[src/rtl/cpu_pkg.sv]
// Shared CPU types and constants for the fetch stage and its neighbours.
package cpu_pkg;

  typedef logic [31:0] word_t;

  // Fetch sequencer states.
  // S_KILL waits out a response that a redirect has already made stale.
  typedef enum logic [1:0] {
    S_REQ,
    S_WAIT,
    S_KILL,
    S_HOLD
  } fetch_state_t;

  localparam word_t NOP_DEFAULT      = 32'h0000_0000;
  localparam word_t RESET_PC_DEFAULT = 32'h0000_0000;

endpackage

[src/rtl/if_stage_if.sv]
// Instruction-memory request/response bundle: one outstanding fetch at a time.
interface if_stage_if;
  import cpu_pkg::*;

  logic  imem_req;
  word_t imem_addr;
  logic  imem_rvalid;
  word_t imem_rdata;

  // Fetch unit side.
  modport master (
    output imem_req,
    output imem_addr,
    input  imem_rvalid,
    input  imem_rdata
  );

  // Memory side.
  modport slave (
    input  imem_req,
    input  imem_addr,
    output imem_rvalid,
    output imem_rdata
  );

endinterface

[src/rtl/pc_next_mux.sv]
// Redirect detection, redirect target selection and sequential PC+4.
module pc_next_mux
  import cpu_pkg::*;
(
  input  word_t pc_i,
  input  logic  jump_reg_i,
  input  word_t pcjreg_i,
  input  logic  jump_i,
  input  word_t pcjump_i,
  input  logic  pcsrc_i,
  input  word_t pcbranch_i,
  output logic  redirect_o,
  output word_t target_o,
  output word_t pc_plus4_o
);

  // Register jumps win over jumps, which win over taken branches.
  always_comb begin
    redirect_o = jump_reg_i | jump_i | pcsrc_i;
    if (jump_reg_i) begin
      target_o = pcjreg_i;
    end else if (jump_i) begin
      target_o = pcjump_i;
    end else begin
      target_o = pcbranch_i;
    end
    // Plain 32-bit add: the top of the address space wraps to zero.
    pc_plus4_o = pc_i + 32'd4;
  end

endmodule

[src/rtl/if_stage.sv]
// Instruction fetch stage: owns the PC, sequences single-outstanding fetches,
// applies stalls and redirects, and drives the IF/ID pipeline register.
module if_stage
  import cpu_pkg::*;
#(
  parameter word_t RESET_PC = RESET_PC_DEFAULT,
  parameter word_t NOP      = NOP_DEFAULT
) (
  input  logic            clk,
  input  logic            reset,
  input  logic            stall_F,
  input  logic            stall_D,
  input  logic            flushD,
  input  logic            pcsrcD,
  input  word_t           pcbranchD,
  input  logic            jumpD,
  input  word_t           pcjumpD,
  input  logic            jump_reg,
  input  word_t           pcjregD,
  if_stage_if.master      imem,
  output word_t           instrD,
  output word_t           pcplus4D,
  output logic            validD
);

  fetch_state_t state_q, state_d;
  word_t        pc_q, pc_d;
  word_t        instr_q, instr_d;
  word_t        pc4_q, pc4_d;
  logic         valid_q, valid_d;
  word_t        hold_instr_q, hold_instr_d;
  word_t        hold_pc4_q, hold_pc4_d;

  logic  redirect;
  word_t target;
  word_t pc_plus4;

  logic  req;
  word_t addr;
  logic  accept;
  logic  deliver;
  word_t dlv_instr;
  word_t dlv_pc4;

  pc_next_mux u_pc_next_mux (
    .pc_i       (pc_q),
    .jump_reg_i (jump_reg),
    .pcjreg_i   (pcjregD),
    .jump_i     (jumpD),
    .pcjump_i   (pcjumpD),
    .pcsrc_i    (pcsrcD),
    .pcbranch_i (pcbranchD),
    .redirect_o (redirect),
    .target_o   (target),
    .pc_plus4_o (pc_plus4)
  );

  // Decode can take an instruction this cycle only if it is neither stalled nor
  // being flushed; otherwise a returning word is parked in the hold buffer.
  assign accept = ~stall_D & ~flushD;

  // Fetch sequencer, instruction hand-off and IF/ID next-state.
  always_comb begin
    state_d      = state_q;
    pc_d         = pc_q;
    hold_instr_d = hold_instr_q;
    hold_pc4_d   = hold_pc4_q;
    req          = 1'b0;
    addr         = pc_q;
    deliver      = 1'b0;
    dlv_instr    = imem.imem_rdata;
    dlv_pc4      = pc_plus4;

    unique case (state_q)
      S_REQ: begin
        // A response arriving here belongs to a pre-reset fetch and is ignored.
        if (redirect) begin
          pc_d = target;
        end else if (!stall_F) begin
          req     = 1'b1;
          state_d = S_WAIT;
        end
      end

      S_WAIT: begin
        if (!imem.imem_rvalid) begin
          if (redirect) begin
            pc_d    = target;
            state_d = S_KILL;
          end
        end else if (redirect) begin
          pc_d    = target;
          state_d = S_REQ;
        end else if (accept) begin
          deliver = 1'b1;
          pc_d    = pc_plus4;
          // Back-to-back issue keeps one instruction per cycle with k=1 memory.
          if (!stall_F) begin
            req  = 1'b1;
            addr = pc_plus4;
          end else begin
            state_d = S_REQ;
          end
        end else begin
          hold_instr_d = imem.imem_rdata;
          hold_pc4_d   = pc_plus4;
          state_d      = S_HOLD;
        end
      end

      S_KILL: begin
        if (redirect) begin
          pc_d = target;
        end
        if (imem.imem_rvalid) begin
          state_d = S_REQ;
        end
      end

      S_HOLD: begin
        if (redirect) begin
          pc_d    = target;
          state_d = S_REQ;
        end else if (accept) begin
          deliver   = 1'b1;
          dlv_instr = hold_instr_q;
          dlv_pc4   = hold_pc4_q;
          pc_d      = hold_pc4_q;
          state_d   = S_REQ;
        end
      end

      default: begin
        state_d = S_REQ;
      end
    endcase

    // Flush forces a bubble even while decode is stalled.
    if (flushD) begin
      instr_d = NOP;
      pc4_d   = 32'h0;
      valid_d = 1'b0;
    end else if (!stall_D) begin
      if (deliver) begin
        instr_d = dlv_instr;
        pc4_d   = dlv_pc4;
        valid_d = 1'b1;
      end else begin
        instr_d = NOP;
        pc4_d   = 32'h0;
        valid_d = 1'b0;
      end
    end else begin
      instr_d = instr_q;
      pc4_d   = pc4_q;
      valid_d = valid_q;
    end
  end

  // Request is suppressed during reset even if the old state would issue one.
  assign imem.imem_req  = req & ~reset;
  assign imem.imem_addr = addr;

  assign instrD   = instr_q;
  assign pcplus4D = pc4_q;
  assign validD   = valid_q;

  // State, PC, IF/ID and hold buffer with synchronous reset.
  always_ff @(posedge clk) begin
    if (reset) begin
      state_q      <= S_REQ;
      pc_q         <= RESET_PC;
      instr_q      <= NOP;
      pc4_q        <= 32'h0;
      valid_q      <= 1'b0;
      hold_instr_q <= NOP;
      hold_pc4_q   <= 32'h0;
    end else begin
      state_q      <= state_d;
      pc_q         <= pc_d;
      instr_q      <= instr_d;
      pc4_q        <= pc4_d;
      valid_q      <= valid_d;
      hold_instr_q <= hold_instr_d;
      hold_pc4_q   <= hold_pc4_d;
    end
  end

endmodule

[src/flat_wrapper.sv]
// flat-port wrapper written by rule: the top's interface ports become plain ports
module if_stage_flat import cpu_pkg::*;
#(
  parameter word_t RESET_PC = RESET_PC_DEFAULT,
  parameter word_t NOP      = NOP_DEFAULT
)
  (clk, reset, stall_F, stall_D, flushD, pcsrcD, pcbranchD, jumpD, pcjumpD, jump_reg, pcjregD, instrD, pcplus4D, validD, imem_imem_req, imem_imem_addr, imem_imem_rvalid, imem_imem_rdata);
  if_stage_if imem_i ();
  input  logic clk;
  input  logic reset;
  input  logic stall_F;
  input  logic stall_D;
  input  logic flushD;
  input  logic pcsrcD;
  input  word_t pcbranchD;
  input  logic jumpD;
  input  word_t pcjumpD;
  input  logic jump_reg;
  input  word_t pcjregD;
  output word_t instrD;
  output word_t pcplus4D;
  output logic validD;
  output wire logic [$bits(imem_i.imem_req)-1:0] imem_imem_req;
  output wire logic [$bits(imem_i.imem_addr)-1:0] imem_imem_addr;
  input wire logic [$bits(imem_i.imem_rvalid)-1:0] imem_imem_rvalid;
  input wire logic [$bits(imem_i.imem_rdata)-1:0] imem_imem_rdata;
  assign imem_imem_req = imem_i.imem_req;
  assign imem_imem_addr = imem_i.imem_addr;
  assign imem_i.imem_rvalid = imem_imem_rvalid;
  assign imem_i.imem_rdata = imem_imem_rdata;
  if_stage #(.RESET_PC(RESET_PC), .NOP(NOP)) u_core (.clk(clk), .reset(reset), .stall_F(stall_F), .stall_D(stall_D), .flushD(flushD), .pcsrcD(pcsrcD), .pcbranchD(pcbranchD), .jumpD(jumpD), .pcjumpD(pcjumpD), .jump_reg(jump_reg), .pcjregD(pcjregD), .imem(imem_i), .instrD(instrD), .pcplus4D(pcplus4D), .validD(validD));
endmodule
[config.mk]
export PLATFORM = sky130hd
export DESIGN_NAME = if_stage_flat
export DESIGN_NICKNAME = d
export VERILOG_FILES = /design/src/rtl/cpu_pkg.sv /design/src/rtl/if_stage_if.sv /design/src/rtl/pc_next_mux.sv /design/src/rtl/if_stage.sv /design/src/flat_wrapper.sv
export SDC_FILE = /design/constraint.sdc
export NUM_CORES = 1
export LEC_CHECK = 0
export CAP_MARGIN = 20
export CORE_MARGIN = 2
export CORE_UTILIZATION = 35
export DETAILED_ROUTE_END_ITERATION = 7
export GPL_TIMING_DRIVEN = 0
export SETUP_SLACK_MARGIN = 0.4
export SYNTH_ARGS = -nofsm -noshare
export SYNTH_HDL_FRONTEND = slang
export SYNTH_SLANG_ARGS = --single-unit
[constraint.sdc]
create_clock -name clk -period 3.6 [get_ports clk]
set_input_delay 0.72 -clock clk [delete_from_list [all_inputs] [get_ports clk]]
set_output_delay 0.72 -clock clk [all_outputs]
set_load 0.02 [all_outputs]
# Yosys cells after proc, flatten, opt, wreduce, memory -nomap -nowiden
# Cells that the tools add are included.
op_classes:
  addsub: 1
  n_eq_ne: 10
  n_mux: 44
  n_bitwise: 8
  reduce_logical: 6
ops:
  columns: ["cell", "count"]
  rows:
  - ["$mux W32", 21]
  - ["$pmux W32 S3", 1]
  - ["$add A32 B3 Y32 const B", 1]
  - ["$mux W2", 10]
  - ["$mux W1", 9]
  - ["$pmux W2 S4", 1]
  - ["$ne A2 B2 Y1 const B", 3]
  - ["$reduce_and A6 Y1", 1]
  - ["$eq A2 B2 Y1 const B", 2]
  - ["$ne A4 B2 Y1 const B", 1]
  - ["$ne A4 B3 Y1 const B", 1]
  - ["$not A1 Y1", 4]
  - ["$pmux W1 S2", 2]
  - ["$reduce_or A2 Y1", 2]
  - ["$ne A3 B1 Y1 const B", 1]
  - ["$ne A3 B2 Y1 const B", 1]
  - ["$reduce_and A3 Y1", 1]
  - ["$and A1 B1 Y1", 2]
  - ["$eq A2 B1 Y1 const B", 1]
  - ["$logic_not A2 Y1", 1]
  - ["$or A1 B1 Y1", 2]
  - ["$reduce_and A2 Y1", 1]
totals:
  ff_bits: 163
  inputBits: 137
  output_inout_bits: 98
  word_cells: 76

# Logic depth before layout (Yosys ltp)
depth:
  word_depth: 7
  depth_mapped: 9
  mapped_depth_nobuf: 6

# By module
# A second synthesis with hierarchy kept.
unflattened:
  cells_unflattened: 1114
  area_unflattened_um2: 8963.6
modules_own_cells:
  columns: ["mod", "instances", "cells_per_inst", "area_per_inst_um2", "seq_area_each_um2"]
  rows:
  - ["if_stage", 1, 927, 7737.4, 3263.1]
  - ["pc_next_mux", 1, 187, 1226.2, 0.0]

# Worst setup path after synthesis
# OpenSTA, ideal clock, no wires.
synth_path:
  kind: "input-to-output"
  from: "input port jumpD"
  to: "output port imem_imem_addr[23]"
  arrival_ns: 2.551
  t_required_ns: 2.880
  path_slack_ns: 0.329
  path_stages: 7
  path_buffers: 3
  path_cell_list: "or3_1 > buf_2 > or4_4 > buf_6 > buf_6 > nor3_2 > xor2_1"
synth_between:
  elab_chain_len: 5
synth_lines:
  columns: ["item", "line_no", "text"]
  rows:
  - ["from (decl)", "flat_wrapper.sv:16", "input logic jumpD;"]
  - ["$or A1 B1 Y1 (2 in series)", "pc_next_mux.sv:19", "redirect_o = jump_reg_i | jump_i | pcsrc_i;"]
  - ["$mux W32", "if_stage.sv:91", "end else if (redirect) begin"]
  - ["$mux W32", "if_stage.sv:86", "if (!imem.imem_rvalid) begin"]
  - ["$mux W32", "if_stage.sv:74", "unique case (state_q)"]
  - ["to (decl)", "flat_wrapper.sv:24", "output wire logic [$bits(imem_i.imem_addr)-1:0] imem_imem_addr;"]
# No other way between the ends.

# Worst setup path in the final report
layout_path:
  from: "input port jumpD"
  to: "output port imem_imem_addr[17]"
# The elaborated chain is that of the path after synthesis.

==> impl_metrics.yaml <==
status:
  outcome: "complete, no violations"
cts:
  numCtsBuffers: 17
  clock_tree.htree_level_count: 4
  cts.clk_slew.worst_paths_ps: 70
  clock_latency_ps: 450
  clk_root_buffer_cell: "clkbuf_16"
  max-clock-path-buffers: 2
  cts_tree: "yes"
  ctsHoldBuffers: 0
  numClockSinks: 163
power_and_ir_drop:
  power_density_nw_per_um2: 343
  power.internal_mw: 3.19
  sw_frac_of_total: 0.306
  p_leak_nw: 4.80
  pwr-share-clk: 0.431
  share_seq_of_total_power: 0.403
  max-vdd-ir-drop_mv: 0.299
  p_sw_mw: 1.41
  power_frac_comb: 0.166
final_layout:
  n_antenna_cell: 0
  layout.cells.most_common: "clkdlybuf4s50_1"
  final_cell_mix: "clkdlybuf4s50_1 (195), nand2_1 (171), dfxtp_1 (157)"
  finalCoreUtilization: 0.518
  drive_above_1_share: 0.176
  fin_nets: 1625
  syn2layout_area_growth_pct: 46.3
  fill_cells: 2510
route:
  via_per_inst: 5.89
  maxUsedRoutingLayer: "met4"
  wl_met1_um: 18500
  drt_first_iter_violations: 979
  avgRoutedWirePerCell_um: 24.1
  routed-via-count: 10800
  met2_wire_len_um: 20100
  wirelength_um: 44200
  met3_length_um: 3470
  dr.pass1.iters: 5
  post-route-drc-count: 0
  drtAntennaViolNets: 0
setup_path:
  setup.worst_path.class: "input pin to output pin"
  critical-path-slowest-cell: "or4_4"
  path_cells: "buf_12 -> or3_4 -> buf_6 -> or4_4 -> buf_12 -> nor3_1 -> xor2_1 -> buf_4"
  critPathTopFamily: "simple AND/OR/NAND/NOR gates"
  cp_num_buf_inv: 4
  crit_path_frequent_cell: "buf_12"
  critPathRequiredTime_ps: 2880
  cp-start-kind: "input pin"
  critical_path_peak_fanout: 6
  worst_ep_arrival_time_ps: 2650
  critPathMaxStageDelay_ps: 530
  end_kind: "output pin"
sta:
  rsz_0062_raised_after_global_routing: "yes"
  tightest_pin_transition_ps: 1060
  finalClockSkew_ps: 14.5
  report.final.slew_viol_count: 0
  totalNegativeSetupSlack_ps: 0
  post-route-period-util: 0.936
  fmax_mhz: 297
  finalSetupViolCount: 0
  hold_viol: 0
  relSlewSlack: 0.296
  final_period_demand_of_the_worst_path_ps: 3370
synth:
  yosys_warnings: 0
  synth_async_sr_flop_share: 0
  synthFlopType: "dfxtp_1"
  synth.cell_area_um2: 9170
  syn-num-nets: 1327
  ys_seq_elements: 163
  synth-edff-count: 0
  postSynthCellCount: 1189
  post_synth.cell_area_avg_um2: 7.71
  synthDistinctLibCells: 65
  part_of_the_yosys_area_used_for_sequential_elements: 0.356
die:
  core_um2: 25900
  die_height_um: 166
  initial_utilization: 0.354
  ioPinCount: 235
  floorplan.rows: 59
  fp.dieArea_um2: 27500
  die_width_um: 166
global_route:
  wire_length_of_the_first_global_routing_pass_um: 65900
  via_count_of_the_first_global_routing_pass: 10500
  groute.usage.overall: 0.313
  grt_overflow: 0
  initial_antenna_violation_count: 0
  grt_start_max_net_pins: 20
place:
  place_hpwl_um: 33200
  finalWeightedCongestion: 0.986
  io_buffers: 232
job:
  maxCapViolations: 0
hold_path:
  holdCritPathClass: "flop to flop"
## metrics by stage
stage	setup slack [ps]	cells	area (um2)	power [mW]	hold slack, ps
after floorplan	390	1189	9220	2.23	434
after CTS	213	1811	13100	4.55	457
after global routing	184	1835	13400	4.72	472
after global placement	-1760	1756	12000	2.59	435
after detailed placement	-1340	1760	12000	2.60	443
final	231	1835	13400	4.60	456
## timing repair
action | 4_1_cts | 5_1_grt
pin swaps | 30 | 23
cloned | 1 | 0
gates resized for setup | 241 | 73
setup buffers | 18 | 24
setup endpoints to repair | 105 | 27
## cell usage after synthesis, types with 7 or more instances
cell / instances / share of area
a22oi_1: 45 / 0.037
a221oi_1: 15 / 0.014
o22ai_1: 11 / 0.0075
nor2_1: 114 / 0.047
a21o_1: 7 / 0.0057
inv_1: 14 / 0.0057
nand2b_1: 7 / 0.0048
dfxtp_1: 163 / 0.36
o21ai_0: 68 / 0.037
a311oi_1: 10 / 0.0095
a211oi_1: 19 / 0.016
nand3_1: 25 / 0.014
nand4_1: 13 / 0.0089
o211ai_1: 13 / 0.011
o31a_1: 7 / 0.0067
buf_2: 28 / 0.015
nor3_1: 39 / 0.021
and3_1: 10 / 0.0068
a21oi_1: 87 / 0.047
xor2_1: 11 / 0.011
o2bb2ai_1: 8 / 0.0076
o31ai_1: 7 / 0.0057
and4_1: 7 / 0.0067
mux2_2: 34 / 0.042
nor4_1: 15 / 0.010
a221o_1: 13 / 0.014
a31oi_1: 15 / 0.010
clkbuf_1: 85 / 0.035
xnor2_1: 35 / 0.033
nand2_1: 173 / 0.071
## power by group through the flow
| stage | clock, mW | combinational, mW | sequential, mW |
|---|---|---|---|
| 6_report | 1.98 | 0.762 | 1.85 |
| 5_1_grt | 2.06 | 0.803 | 1.86 |
| 4_1_cts | 1.98 | 0.717 | 1.85 |
| 3_5_place_dp | 0 | 0.705 | 1.89 |
| 3_3_place_gp | 0 | 0.703 | 1.89 |
| 2_1_floorplan | 0 | 0.345 | 1.89 |
## sequential cells by signal (all words and copies together), names as in the netlist
| signal | cells |
|---|---|
| u_core.state_q | 2 |
| u_core.validD | 1 |
| u_core.pc_q | 32 |
| u_core.hold_instr_q | 32 |
| u_core.hold_pc4_q | 32 |
| u_core.instrD | 32 |
| u_core.pcplus4D | 32 |
## routing by layer
layer | vias to the layer above | global-route usage
met2 | 606 | 0.500
met4 | 0 | 0.149
met3 | 99 | 0.0577
met5 | - | 0
li1 | 4915 | -
met1 | 5195 | 0.410
## worst paths after layout
kind	end	start	slack, ps	cells after the start
worst min register to register	u_core.pcplus4D[21]	u_core.pcplus4D[21]	460	1
worst max register to register	u_core.pc_q[15]	u_core.state_q[1]	510	7
worst max-delay path	imem_imem_addr[17]	jumpD	230	8
worst min-delay path	u_core.pcplus4D[21]	u_core.pcplus4D[21]	460	1
## kinds of logic (layout without fill, tap and decap cells)
group,count (synthesis),in the layout,share of synthesized area
mux,36,36,0.0439
fa+ha+maj,1,1,0.00136
compound gates,355,355,0.259
buf+inv,138,449,0.0630
simple gates,450,450,0.233
flops,163,163,0.356
xor+xnor,46,46,0.0439
## cell type report
| class | instances | area [um2] | area share |
|---|---|---|---|
| clock inverter | 15 | 205 | 0.0153 |
| buffer | 124 | 664 | 0.0495 |
| multi-input combinational | 888 | 5720 | 0.426 |
| clock buffer | 17 | 425 | 0.0317 |
| inverter | 14 | 52.6 | 0.00392 |
| tap | 335 | 419 | 0.0312 |
| timing repair buffer | 279 | 2660 | 0.198 |
| sequential | 163 | 3270 | 0.244 |
Note: power is estimated with default switching activity, not from simulation.
